==> src/rtl/mem_copy_pkg.sv <==
// Shared types and constants for the block-copy controller.
package mem_copy_pkg;

    localparam logic [2:0] S_IDLE  = 3'd0;
    localparam logic [2:0] S_CHECK = 3'd1;
    localparam logic [2:0] S_RD    = 3'd2;
    localparam logic [2:0] S_CAPT  = 3'd3;
    localparam logic [2:0] S_WR    = 3'd4;
    localparam logic [2:0] S_DONE  = 3'd5;

    localparam int CYCLES_PER_WORD = 3;

    typedef enum logic [2:0] {
        IDLE  = S_IDLE,
        CHECK = S_CHECK,
        RD    = S_RD,
        CAPT  = S_CAPT,
        WR    = S_WR,
        DONE  = S_DONE
    } state_t;

endpackage

==> src/rtl/mem_copy_ctrl_range_check.sv <==
// Combinational bounds test: base+len evaluated one bit wider so it cannot wrap.
module mem_range_check #(
    parameter int addrSize = 8,
    parameter int size     = 100
) (
    input  logic [addrSize-1:0] base,
    input  logic [addrSize-1:0] len,
    output logic                oor
);
    localparam logic [addrSize:0] LIMIT = (addrSize+1)'(size);

    logic [addrSize:0] sum;

    assign sum = {1'b0, base} + {1'b0, len};
    assign oor = sum > LIMIT;
endmodule

==> src/rtl/mem_copy_ctrl.sv <==
// Ascending block copy through a single-port memory, 3 cycles per word.
// Optional checksum accumulator: define MEM_COPY_CHECKSUM_EN.
module mem_copy_ctrl
    import mem_copy_pkg::*;
#(
    parameter int width    = 8,
    parameter int addrSize = 8,
    parameter int size     = 100
) (
    input  logic                clk,
    input  logic                rst_n,
    input  logic                start,
    input  logic [addrSize-1:0] srcAddr,
    input  logic [addrSize-1:0] dstAddr,
    input  logic [addrSize-1:0] len,
    output logic                busy,
    output logic                done,
    output logic                error,
    output logic [width-1:0]    checksum,
    output logic                memWrite,
    output logic [addrSize-1:0] memAddr,
    output logic [width-1:0]    memWrData,
    input  logic [width-1:0]    memRdData
);

    state_t              state;
    logic [addrSize-1:0] src;
    logic [addrSize-1:0] dst;
    logic [addrSize-1:0] cnt;
    logic [addrSize-1:0] idx;
    logic [addrSize-1:0] idx_nxt;
    logic [width-1:0]    data;
    logic                src_oor;
    logic                dst_oor;

    mem_range_check #(.addrSize(addrSize), .size(size)) u_src_chk (
        .base (src),
        .len  (cnt),
        .oor  (src_oor)
    );

    mem_range_check #(.addrSize(addrSize), .size(size)) u_dst_chk (
        .base (dst),
        .len  (cnt),
        .oor  (dst_oor)
    );

    assign idx_nxt   = idx + 1'b1;
    assign busy      = state != IDLE;
    assign done      = state == DONE;
    assign memWrite  = state == WR;
    assign memWrData = data;

    // memAddr is loaded one state ahead so it is stable for the whole RD/CAPT/WR cycle.
    always_ff @(posedge clk) begin
        if (!rst_n) begin
            state   <= IDLE;
            src     <= '0;
            dst     <= '0;
            cnt     <= '0;
            idx     <= '0;
            data    <= '0;
            error   <= 1'b0;
            memAddr <= '0;
        end else begin
            unique case (state)
                IDLE: begin
                    if (start) begin
                        src   <= srcAddr;
                        dst   <= dstAddr;
                        cnt   <= len;
                        idx   <= '0;
                        error <= 1'b0;
                        state <= CHECK;
                    end
                end
                CHECK: begin
                    if (src_oor || dst_oor) begin
                        error <= 1'b1;
                        state <= DONE;
                    end else if (cnt == '0) begin
                        state <= DONE;
                    end else begin
                        memAddr <= src;
                        state   <= RD;
                    end
                end
                RD: state <= CAPT;
                CAPT: begin
                    data    <= memRdData;
                    memAddr <= dst + idx;
                    state   <= WR;
                end
                WR: begin
                    idx <= idx_nxt;
                    if (idx_nxt == cnt) begin
                        state <= DONE;
                    end else begin
                        memAddr <= src + idx_nxt;
                        state   <= RD;
                    end
                end
                DONE: state <= IDLE;
                default: state <= IDLE;
            endcase
        end
    end

`ifdef MEM_COPY_CHECKSUM_EN
    always_ff @(posedge clk) begin
        if (!rst_n) begin
            checksum <= '0;
        end else if (state == IDLE && start) begin
            checksum <= '0;
        end else if (state == CAPT) begin
            checksum <= checksum + memRdData;
        end
    end
`else
    assign checksum = '0;
`endif

endmodule

==> config.mk <==
export PLATFORM = sky130hd
export DESIGN_NAME = mem_copy_ctrl
export DESIGN_NICKNAME = d
export VERILOG_FILES = /design/src/rtl/mem_copy_pkg.sv /design/src/rtl/mem_copy_ctrl_range_check.sv /design/src/rtl/mem_copy_ctrl.sv
export SDC_FILE = /design/constraint.sdc
export NUM_CORES = 1
export LEC_CHECK = 0
export ABC_CLOCK_PERIOD_IN_PS = 8400
export CAP_MARGIN = 20
export CORE_UTILIZATION = 55
export CTS_BUF_LIST = sky130_fd_sc_hd__clkbuf_4 sky130_fd_sc_hd__clkbuf_8 sky130_fd_sc_hd__clkbuf_16
export DETAILED_ROUTE_END_ITERATION = 10
export PLACE_DENSITY = 0.92
export SYNTH_ARGS = -nofsm -noshare
export SYNTH_HDL_FRONTEND = slang
export SYNTH_SLANG_ARGS = --single-unit
==> constraint.sdc <==
create_clock -name clk -period 8.4 [get_ports clk]
set_clock_uncertainty 0.2 [all_clocks]
set_input_delay 2.52 -clock clk [delete_from_list [all_inputs] [get_ports clk]]
set_output_delay 2.52 -clock clk [all_outputs]
set_load 0.01 [all_outputs]
==> key figures, run 1 <==
Setup path
  – Reg2reg start: cnt[0]$_SDFFE_PN0P_
  – R2R depth: 10
  – Type of the worst setup path: flip-flop to output port
  – Critical path data arrival time: 2390 ps
  – R2r setup slk: 4930 ps
  – CP startpoint kind: flip-flop
  – Critical path endpoint category: output port
  – Crit path max fanout: 15
  – FF-to-FF End: memAddr[3]$_SDFFE_PN0P_
  – Critical Path RT: 5680 ps

Clock tree
  – CTS Buf Count: 5
  – CTS Sinks: 52
  – Root buf cell: clkbuf_8
  – CTS tree: built
  – Resized cells post-CTS: 0
  – Max clock buf depth: 2
  – CTS clk-pin slew, worst paths: 100 ps
  – Hold_buf cts: 0
  – H-tree levels: 2
  – Postcts setup bufs: 0
  – Clock latency on the worst-skew pair: 310 ps

Timing
  – Pins Over Slew Limit: 0
  – Rel. slew slack: 0.425
  – RSZ-0062 raised after global routing: false
  – Final hold vios: 0
  – Setup TNS Final: 0 ps
  – Peak Freq: 196 MHz
  – Crit share post-route: 0.608
  – Final min period: 5110 ps
  – Slew @ Worst Pin: 862 ps
  – Final setup fails: 0

Die
  – Die height: 84.9 um
  – Core Area: 6490 um^2
  – Top Ports: 63
  – Initial core utilization: 0.582
  – Die area: 7200 um^2
  – Horiz. Die Dim: 84.9 um
  – Row cnt: 29

Power
  – Pwr/cell area: 237 nW/um^2
  – Leakage: 1.78 nW
  – Pwr Total: 0.00104 W
  – Peak supply drop: 122 uV

Placement
  – IO Port Bufs: 54
  – DP HPWL: 7.34 mm
  – GP Congestion: 0.913

Yosys
  – Main flop type after synthesis: dfxtp_1
  – Post-Syn Instances: 479
  – Post-synth EDFFs: 0
  – Yosys warns: 0
  – Cell variety after synth: 61
  – FFs w/ async S/R, synth: 0
  – Mapped Area: 3780 um^2
  – Post-synthesis sequential element count: 52
  – Sequential element share of the synthesized area: 0.276
  – Syn Area/Cell: 7.89 um^2

Worst hold path
  – Hold Startpoint: memWrData[3]$_SDFFE_PN0P_
  – Hold Path Stages: 2
  – Hold EP: memWrData[3]$_SDFFE_PN0P_
  – Worst min path class: flip-flop to flip-flop

Detailed routing
  – Routed Antenna Nets: 0
  – Avg WL per Cell: 16.3 um
  – DRT Pass-1 Iters: 8
  – # DRC: 5
  – Routed vias: 3653
  – Avg Vias per Cell: 6.10
  – Final wirelength: 9.75 mm
  – Iter 0 DRT Violations: 238

Global route
  – Initial antenna violation count: 0
  – Largest net degree at the start of global routing: 49
  – Vias in the first global route: 3535
  – First-pass GRT wire length: 16.3 mm
  – Global-route usage over all layers: 0.280
  – Gr ovfl total: 0

Finish
  – Layout cells sized above 1: 0.0441
  – Area grow syn2layout: 16.2%
  – NumNets Final: 592
  – Diode count: 0

Run
  – Max Cap Viol: 0

Status
  – Status: finished with violations
  – Failing checks: design-rule violations
==> worst max path at each step <==
| stage | start | endpoint | cells past startpoint |
|---|---|---|---|
| floorplan | state[0]$_SDFFE_PN0P_ | memWrite | 4 |
| CTS | state[0]$_SDFFE_PN0P_ | memWrite | 4 |
| global placement | state[0]$_SDFFE_PN0P_ | memWrite | 4 |
| finish | state[0]$_SDFFE_PN0P_ | memWrite | 4 |
| global route | state[0]$_SDFFE_PN0P_ | memWrite | 4 |
| detailed placement | state[0]$_SDFFE_PN0P_ | memWrite | 4 |
==> sequential cells by signal, summed over array words and instances, names as in the netlist <==
register and count:
state 3, cnt 8, idx 8, memAddr 8
dst 8, memWrData 8, src 8, error 1
==> synthesized netlist by cell type (3+ instances only) <==
| cell | n | area, um^2 |
|---|---|---|
| buf_4 | 8 | 60.1 |
| nand2_1 | 91 | 342 |
| xor2_1 | 14 | 123 |
| a21o_1 | 6 | 45.0 |
| a221oi_1 | 5 | 43.8 |
| and3_1 | 3 | 18.8 |
| a21oi_1 | 62 | 310 |
| nor4_1 | 4 | 25.0 |
| o21bai_1 | 4 | 30.0 |
| o21ai_0 | 17 | 85.1 |
| ha_1 | 31 | 388 |
| nor2_1 | 32 | 120 |
| xnor2_1 | 16 | 140 |
| xnor3_1 | 3 | 67.6 |
| nand4b_1 | 3 | 26.3 |
| o31ai_1 | 4 | 30.0 |
| dfxtp_1 | 52 | 1040 |
| clkbuf_1 | 15 | 56.3 |
| o21a_1 | 5 | 37.5 |
| nand3_1 | 14 | 70.1 |
| nor3_1 | 12 | 60.1 |
| inv_1 | 17 | 63.8 |
| a211oi_1 | 3 | 22.5 |
| or2_2 | 4 | 25.0 |
| fa_1 | 4 | 80.1 |
| o211ai_1 | 3 | 22.5 |
| or3_1 | 3 | 18.8 |
==> power by group <==
part,switching [W],internal (W)
sequential,0.0000691,0.000292
combinational,0.000309,0.000230
clock,0.0000835,0.0000567
==> metrics by stage <==
step | instances | instance area (um^2) | hold WS, ps | utilization | setup WS (ps)
after global placement | 592 | 4310 | 242 | 0.663 | 3760
after detailed placement | 592 | 4310 | 247 | 0.663 | 3700
after CTS | 599 | 4390 | 260 | 0.676 | 3360
after global routing | 599 | 4390 | 288 | 0.676 | 3150
final | 599 | 4390 | 259 | 0.676 | 3290
after floorplan | 486 | 3800 | 258 | - | 4580
==> per-layer routing <==
metal  wire length [um]  vias up  share of wire  track usage
li1                   -     1757              -            -
met1               3990     1701           0.41        0.351
met2               4800      177           0.49        0.496
met3                730       18          0.075       0.0418
met4                226        0          0.023       0.0940
met5                  0        -              0            0
==> worst max-delay path, stage by stage, from the launching register on <==
cell and delay [ps]:
dfxtp_1 390, nor2_1 220, nand2_1 350, inv_1 490, clkdlybuf4s50_1 630
==> layout by cell type (no fill, tap or decap), types with 4 or more instances in the layout <==
master,instances
nor2_1,32
xor2_1,14
o21bai_1,4
a221oi_1,5
xnor2_1,16
clkdlybuf4s50_1,54
nor3_1,12
a21o_1,6
or2_2,4
ha_1,31
nand2_1,91
nor4_1,4
inv_1,17
o31ai_1,4
o21ai_0,17
nand3_1,14
a21oi_1,62
dfxtp_1,52
o21a_1,5
clkbuf_8,5
fa_1,4
conb_1,8
==> cell type report <==
| type | count | area [um^2] |
|---|---|---|
| tap | 77 | 96.3 |
| sequential | 52 | 1040 |
| fill | 510 | 2110 |
| timing repair buffer | 56 | 556 |
| clock buffer | 5 | 68.8 |
| inverter | 17 | 63.8 |
| multi-input combinational | 390 | 2550 |
| clock inverter | 2 | 12.5 |
==> logic make-up (layout without fill, tap and decap cells) <==
family,after synthesis,in the layout,share of synthesized area
muxes,1,1,0.00298
adders and majority gates,35,35,0.124
other,1,8,0.000993
DFF,52,52,0.276
xor gates and xnor gates,34,34,0.0937
AOI/OAI and AO/OA,135,135,0.238
and+or+nand+nor,177,177,0.209
buffers and inverters,44,80,0.0560
No activity file was read; power rests on OpenSTA's default activity.
==> run 2, diff against run 1 <==
--- a/config.mk
+++ b/config.mk
@@ -5,12 +5,12 @@
 export SDC_FILE = /design/constraint.sdc
 export NUM_CORES = 1
 export LEC_CHECK = 0
-export ABC_CLOCK_PERIOD_IN_PS = 8400
+export ABC_CLOCK_PERIOD_IN_PS = 5200
 export CAP_MARGIN = 20
-export CORE_UTILIZATION = 55
+export CORE_UTILIZATION = 54
 export CTS_BUF_LIST = sky130_fd_sc_hd__clkbuf_4 sky130_fd_sc_hd__clkbuf_8 sky130_fd_sc_hd__clkbuf_16
 export DETAILED_ROUTE_END_ITERATION = 10
-export PLACE_DENSITY = 0.92
+export PLACE_DENSITY = 0.91
 export SYNTH_ARGS = -nofsm -noshare
 export SYNTH_HDL_FRONTEND = slang
 export SYNTH_SLANG_ARGS = --single-unit
==> constraint.sdc (replaced) <==
create_clock -name clk -period 5.2 [get_ports clk]
set_clock_uncertainty 0.2 [all_clocks]
set_input_delay 1.56 -clock clk [delete_from_list [all_inputs] [get_ports clk]]
set_output_delay 1.56 -clock clk [all_outputs]
set_load 0.01 [all_outputs]
==> run 2 against run 1 <==
  * Count of clock-buffer cells in the layout increased by 3
  * Worst setup slack got worse by 2200 ps
  * Cell count increased by 0.67%
  * Critical path depth unchanged
  * Sequential cell count unchanged
  * Power rose by 63%
  * Non-clock buffer count did not move
  * Critical endpoint unchanged
  * The run now ends clean
  * Final area up 0.46%
  * Worst hold slack better by 3.6 ps
  * Utilization decreased by 2.3 points
  * Sequential share of layout area shrank 0.11 points
  * Register-to-register slack worse by 3200 ps
  * Highest routed layer unchanged
==> key figures, run 2 (synthesized netlist as in run 1, its figures left out) <==
Setup path
  – Type of the worst setup path: flip-flop to output port (unchanged)
  – Stages on worst setup path: 4 (unchanged)
  – CP startpoint kind: flip-flop (unchanged)
  – Critical path data arrival time: 2340 ps (was 2390 ps)
  – Critical path endpoint category: output port (unchanged)
  – FF-to-FF End: memAddr[6]$_SDFFE_PN0P_ (was memAddr[3]$_SDFFE_PN0P_)
  – R2R depth: 9 (was 10)
  – Critical Path RT: 3440 ps (was 5680 ps)
  – CP Buf/Inv Count: 2 (unchanged)
  – Slowest CP cell: clkdlybuf4s50_1 (unchanged)
  – Cell Chain, Critical Path: nor2_1 > nand2_1 > inv_1 > clkdlybuf4s50_1 (unchanged)
  – Crit path max fanout: 15 (unchanged)
  – Crit path largest cell delay: 630 ps (about the same)
  – Delay-heaviest family, CP: buffers and inverters (unchanged)
  – CP endpoint: memWrite (unchanged)
  – R2r setup slk: 1710 ps (was 4930 ps)
  – Reg2reg start: cnt[1]$_SDFFE_PN0P_ (was cnt[0]$_SDFFE_PN0P_)
  – Setup crit start: state[1]$_SDFFE_PN0P_ (was state[0]$_SDFFE_PN0P_)

Clock tree
  – Clock latency on the worst-skew pair: 310 ps (about the same)
  – Root buf cell: clkbuf_8 (unchanged)
  – CTS clk-pin slew, worst paths: 90 ps (was 100 ps)
  – Postcts setup bufs: 0 (unchanged)
  – CTS Buf Count: 5 (unchanged)
  – CTS tree: built (unchanged)
  – H-tree levels: 2 (unchanged)
  – Hold_buf cts: 0 (unchanged)
  – CTS Sinks: 52 (unchanged)
  – Max clock buf depth: 2 (unchanged)
  – Resized cells post-CTS: 0 (unchanged)

Die
  – Top Ports: 63 (unchanged)
  – Die height: 85.6 um (was 84.9 um)
  – Die area: 7330 um^2 (was 7200 um^2)
  – Horiz. Die Dim: 85.6 um (was 84.9 um)
  – Row cnt: 30 (was 29)
  – Core Area: 6760 um^2 (was 6490 um^2)
  – Initial core utilization: 0.559 (was 0.582)

Placement
  – Inst Count DP: 595 (was 592)
  – GP Congestion: 0.947 (was 0.913)
  – DP HPWL: 7.46 mm (was 7.34 mm)
  – IO Port Bufs: 54 (unchanged)
  – DP Area: 4310 um^2 (about the same)

Timing
  – Setup TNS Final: 0 ps (unchanged)
  – Pins Over Slew Limit: 0 (unchanged)
  – Final setup fails: 0 (unchanged)
  – RSZ-0062 raised after global routing: false (unchanged)
  – Peak Freq: 244 MHz
  – Slew @ Worst Pin: 789 ps (was 862 ps)
  – Final hold vios: 0 (unchanged)
  – Crit share post-route: 0.788
  – Final min period: 4100 ps
  – Rel. slew slack: 0.474 (was 0.425)
  – Fin Hold WS: 263 ps (was 259 ps)

Run
  – Max Cap Viol: 0 (unchanged)

Global route
  – First-pass GRT wire length: 16.3 mm (about the same)
  – Gr ovfl total: 0 (unchanged)
  – Vias in the first global route: 3589 (was 3535)
  – Initial antenna violation count: 0 (unchanged)
  – Largest net degree at the start of global routing: 30 (was 49)
  – Global-route usage over all layers: 0.282 (was 0.280)

Worst hold path
  – Worst min path class: flip-flop to flip-flop (unchanged)

Detailed routing
  – DRT Pass-1 Iters: 6 (was 8)
  – Routed vias: 3659 (was 3653)
  – Routed Antenna Nets: 0 (unchanged)
  – Iter 0 DRT Violations: 262 (was 238)
  – Final wirelength: 9.79 mm (was 9.75 mm)
  – # DRC: 0 (was 5)
  – Avg Vias per Cell: 6.07 (was 6.10)
  – Avg WL per Cell: 16.2 um (was 16.3 um)

Finish
  – NumNets Final: 592 (unchanged)
  – Most frequent cells in the layout: nand2_1 (91), a21oi_1 (62), clkdlybuf4s50_1 (54) (unchanged)
  – Area grow syn2layout: 16.7% (was 16.2%)
  – Design Area, Final: 4410 um^2 (was 4390 um^2)
  – Commonest non-fill, non-tap cell in the layout: nand2_1 (unchanged)
  – Area taken by flip-flops and latches: 1040 um^2 (unchanged)
  – Layout cells sized above 1: 0.0459 (was 0.0441)
  – Fillers: 561 (was 510)
  – Diode count: 0 (unchanged)
  – Area of the multi-input gates: 2550 um^2 (unchanged)
  – Non-filler cells, final: 603 (was 599)

Power
  – Peak supply drop: 151 uV (was 122 uV)
  – Leakage: 1.79 nW (was 1.78 nW)
  – Pwr/cell area: 383 nW/um^2 (was 237 nW/um^2)

Status
  – Status: finished, final reports clean (was finished with violations)
[run 2: cell count changes in the layout (fill, tap and decap cells not counted), sizes merged]
| cell | before | now |
|---|---|---|
| clkbuf | 5 | 8 |
| clkinv | 1 | 0 |
| clkinvlp | 1 | 0 |
[run 2: worst min path at each step]
| stage | start | endpoint | slack (ps) | cells after the start |
|---|---|---|---|---|
| floorplan | dst[0]$_SDFFE_PN0P_ | dst[0]$_SDFFE_PN0P_ | 260 | 2 |
| detailed placement | memWrData[6]$_SDFFE_PN0P_ | memWrData[6]$_SDFFE_PN0P_ | 250 | 2 |
| CTS | memWrData[6]$_SDFFE_PN0P_ | memWrData[6]$_SDFFE_PN0P_ | 260 | 2 |
| global placement | memWrData[5]$_SDFFE_PN0P_ | memWrData[5]$_SDFFE_PN0P_ | 240 | 2 |
| finish | memWrData[5]$_SDFFE_PN0P_ | memWrData[5]$_SDFFE_PN0P_ | 260 | 2 |
| global route | memWrData[6]$_SDFFE_PN0P_ | memWrData[6]$_SDFFE_PN0P_ | 280 | 2 |
[run 2: report_power, final]
group	internal, W	switching (W)
logic	0.000369	0.000491
clock network	0.000119	0.000133
registers	0.000471	0.000107
total	0.000960	0.000730
[run 2: area by class of cell]
type,count,share of cell area
flip-flops and latches,52,0.236
repair buffers,56,0.126
clock buffers,8,0.0221
multi-input cells,390,0.579
well taps,80,0.0227
inverters,17,0.0145
[run 2: per-layer routing]
metal  share of wire  track usage
met5               0            0
met4           0.037        0.127
met3           0.080       0.0741
met2            0.49        0.497
met1            0.40        0.320
[run 2: tightest hold or removal path, cell delays in order, from the launching register on]
cell	delay, ps
dfxtp_1	320
nand2_1	50
a21oi_1	50
[run 2: per-stage QoR]
| step | util | setup WS (ps) | total power, W |
|---|---|---|---|
| final | 0.653 | 1100 | 0.00169 |
| after global routing | 0.653 | 962 | 0.00181 |
| after CTS | 0.653 | 1160 | 0.00168 |
| after detailed placement | 0.638 | 1490 | 0.00143 |
| after global placement | 0.638 | 1550 | 0.00139 |
| after floorplan | - | 2150 | 0.00120 |
==> run 3, diff against run 2 <==
--- a/config.mk
+++ b/config.mk
@@ -5,12 +5,12 @@
 export SDC_FILE = /design/constraint.sdc
 export NUM_CORES = 1
 export LEC_CHECK = 0
-export ABC_CLOCK_PERIOD_IN_PS = 5200
+export ABC_CLOCK_PERIOD_IN_PS = 3400
 export CAP_MARGIN = 20
-export CORE_UTILIZATION = 54
+export CORE_UTILIZATION = 49
 export CTS_BUF_LIST = sky130_fd_sc_hd__clkbuf_4 sky130_fd_sc_hd__clkbuf_8 sky130_fd_sc_hd__clkbuf_16
 export DETAILED_ROUTE_END_ITERATION = 10
-export PLACE_DENSITY = 0.91
+export PLACE_DENSITY = 0.87
 export SYNTH_ARGS = -nofsm -noshare
 export SYNTH_HDL_FRONTEND = slang
 export SYNTH_SLANG_ARGS = --single-unit
==> constraint.sdc (replaced) <==
create_clock -name clk -period 3.4 [get_ports clk]
set_clock_uncertainty 0.2 [all_clocks]
set_input_delay 1.02 -clock clk [delete_from_list [all_inputs] [get_ports clk]]
set_output_delay 1.02 -clock clk [all_outputs]
set_load 0.01 [all_outputs]
==> run 3 against run 2 <==
  * Sequential share of layout area down 0.79 points
  * Clock power up 73%
  * Critical path depth up 7
  * Power up 64%
  * Highest routed layer unchanged
  * Sequential cell count unchanged
==> key figures, run 3 (synthesized netlist as in run 1, its figures left out) <==
Status
  – Status: finished, final reports clean (unchanged)

Finish
  – Area of the multi-input gates: 2550 um^2 (unchanged)
  – Layout cells sized above 1: 0.0673 (was 0.0459)
  – Most frequent cells in the layout: nand2_1 (91), a21oi_1 (62), clkdlybuf4s50_1 (54) (unchanged)
  – NumNets Final: 604 (was 592)
  – Area grow syn2layout: 20.8% (was 16.7%)
  – Diode count: 0 (unchanged)
  – Fillers: 629 (was 561)
  – Area taken by flip-flops and latches: 1040 um^2 (unchanged)
  – Commonest non-fill, non-tap cell in the layout: nand2_1 (unchanged)

Power
  – Comb pwr share: 0.528 (was 0.509)
  – Peak supply drop: 235 uV (was 151 uV)
  – Leakage: 1.87 nW (was 1.79 nW)
  – Int Pwr: 0.00159 W (was 0.000960 W)
  – Switch Pwr: 0.00118 W (was 0.000730 W)
  – Clock share of power: 0.158 (was 0.149)
  – Pwr/cell area: 606 nW/um^2 (was 383 nW/um^2)
  – Sequential share of power: 0.314 (was 0.342)
  – Sw Share: 0.426 (was 0.432)

Setup path
  – R2r setup slk: 170 ps (was 1710 ps)
  – R2R depth: 11 (was 9)
  – Type of the worst setup path: flip-flop to flip-flop (was flip-flop to output port)
  – Reg2reg start: cnt[0]$_SDFFE_PN0P_ (was cnt[1]$_SDFFE_PN0P_)
  – Critical path data arrival time: 3240 ps (was 2340 ps)
  – Critical path endpoint category: flip-flop (was output port)
  – Critical Path RT: 3410 ps (was 3440 ps)
  – CP startpoint kind: flip-flop (unchanged)
  – FF-to-FF End: memAddr[6]$_SDFFE_PN0P_ (unchanged)
  – Crit path max fanout: 16 (was 15)

Placement
  – IO Port Bufs: 54 (unchanged)
  – DP HPWL: 7.50 mm (was 7.46 mm)
  – Pre-CTS setup slack: 167 ps (was 1490 ps)
  – GP Congestion: 0.850 (was 0.947)

Worst hold path
  – Hold EP: error$_SDFFE_PN0P_ (was memWrData[5]$_SDFFE_PN0P_)
  – Hold Path Stages: 2 (unchanged)
  – Worst min path class: flip-flop to flip-flop (unchanged)
  – Hold Startpoint: error$_SDFFE_PN0P_ (was memWrData[5]$_SDFFE_PN0P_)

Detailed routing
  – Iter 0 DRT Violations: 284 (was 262)
  – Routed Antenna Nets: 0 (unchanged)
  – Avg WL per Cell: 15.6 um (was 16.2 um)
  – Avg Vias per Cell: 5.74 (was 6.07)
  – Routed vias: 3636 (was 3659)
  – # DRC: 0 (unchanged)
  – DRT Pass-1 Iters: 4 (was 6)
  – Final wirelength: 9.89 mm (was 9.79 mm)

Timing
  – Worst setup margin: 171 ps (was 1100 ps)
  – Crit share post-route: 0.950
  – Peak Freq: 310 MHz
  – Final min period: 3230 ps
  – Setup TNS Final: 0 ps (unchanged)
  – Final setup fails: 0 (unchanged)
  – Slew @ Worst Pin: 524 ps (was 789 ps)
  – Pins Over Slew Limit: 0 (unchanged)
  – Final hold vios: 0 (unchanged)
  – Rel. slew slack: 0.650 (was 0.474)

Global route
  – First-pass GRT wire length: 16.7 mm (was 16.3 mm)
  – Vias in the first global route: 3523 (was 3589)
  – Global-route usage over all layers: 0.255 (was 0.282)
  – Largest net degree at the start of global routing: 49 (was 30)
  – Initial antenna violation count: 0 (unchanged)
  – Gr ovfl total: 0 (unchanged)

Run
  – Max Cap Viol: 0 (unchanged)

Clock tree
  – CTS Buf Count: 5 (unchanged)
  – Max clock buf depth: 2 (unchanged)
  – Hold_buf cts: 0 (unchanged)
  – Postcts setup bufs: 0 (unchanged)
  – Clock latency on the worst-skew pair: 310 ps (about the same)
  – Root buf cell: clkbuf_8 (unchanged)
  – CTS Sinks: 52 (unchanged)
  – CTS tree: built (unchanged)
  – Resized cells post-CTS: 0 (unchanged)
  – H-tree levels: 2 (unchanged)
  – CTS clk-pin slew, worst paths: 100 ps (was 90 ps)

Die
  – Core Area: 7370 um^2 (was 6760 um^2)
  – Die height: 89.8 um (was 85.6 um)
  – Die area: 8060 um^2 (was 7330 um^2)
  – Top Ports: 63 (unchanged)
  – Horiz. Die Dim: 89.8 um (was 85.6 um)
  – Row cnt: 31 (was 30)
  – Initial core utilization: 0.513 (was 0.559)
==> run 3: cell count changes in the layout (fill, tap and decap cells not counted) <==
cell / previous run / this run
bufinv_16: 0 / 1
clkbuf_8: 6 / 5
buf_12: 0 / 2
clkinvlp_4: 0 / 1
buf_4: 2 / 12
clkinv_2: 0 / 1
clkbuf_4: 2 / 0
==> run 3: worst max-delay path by stage <==
| stage | startpoint | endpoint | slack [ps] | depth (start not counted) |
|---|---|---|---|---|
| 5_1_grt | cnt[0]$_SDFFE_PN0P_ | memAddr[5]$_SDFFE_PN0P_ | -8 | 11 |
| 3_5_place_dp | cnt[0]$_SDFFE_PN0P_ | memAddr[6]$_SDFFE_PN0P_ | 170 | 10 |
| 2_1_floorplan | cnt[0]$_SDFFE_PN0P_ | memAddr[4]$_SDFFE_PN0P_ | 350 | 11 |
| 4_1_cts | cnt[0]$_SDFFE_PN0P_ | memAddr[6]$_SDFFE_PN0P_ | 160 | 10 |
| 3_3_place_gp | cnt[0]$_SDFFE_PN0P_ | memAddr[6]$_SDFFE_PN0P_ | 230 | 10 |
| 6_report | cnt[0]$_SDFFE_PN0P_ | memAddr[6]$_SDFFE_PN0P_ | 170 | 11 |
==> run 3: metrics by stage <==
| stage | power, W | instance area [um^2] | cells | util | hold WS [ps] |
|---|---|---|---|---|---|
| final | 0.00277 | 4560 | 634 | 0.619 | 260 |
| after global routing | 0.00296 | 4560 | 634 | 0.619 | 281 |
| after CTS | 0.00269 | 4530 | 632 | 0.615 | 261 |
| after detailed placement | 0.00225 | 4420 | 624 | 0.600 | 248 |
| after global placement | 0.00220 | 4420 | 624 | 0.600 | 243 |
| after floorplan | 0.00184 | 3800 | 486 | - | 258 |
==> run 3: power groups by stage <==
stage / clock network (W) / registers [W] / logic, W
detailed placement: 0 / 0.000880 / 0.00137
global placement: 0 / 0.000874 / 0.00133
finish: 0.000436 / 0.000869 / 0.00146
global route: 0.000469 / 0.000885 / 0.00161
floorplan: 0 / 0.000850 / 0.000986
CTS: 0.000442 / 0.000865 / 0.00138
==> run 3: area by class of cell <==
class / instances / area share
Clock buffer: 5 / 0.0151
Tap cell: 99 / 0.0272
Timing Repair Buffer: 68 / 0.147
Inverter: 17 / 0.0140
Sequential cell: 52 / 0.228
Multi-Input combinational cell: 390 / 0.559
Clock inverter: 3 / 0.00933
==> run 3: critical path: stages, from the launching register on <==
cell and delay (ps):
dfxtp_1 380, ha_1 250, fa_1 410, a211oi_1 300, nor2_1 90, nor4_1 340, o211ai_1 200, a2111oi_4 340
buf_4 200, a21oi_4 60, buf_12 160, o211a_1 210
==> run 3: per-layer routing <==
metal	track usage	wire length (um)
met1	0.332	4370
met5	0	0
met2	0.420	4650
met3	0.0406	595
met4	0.102	280
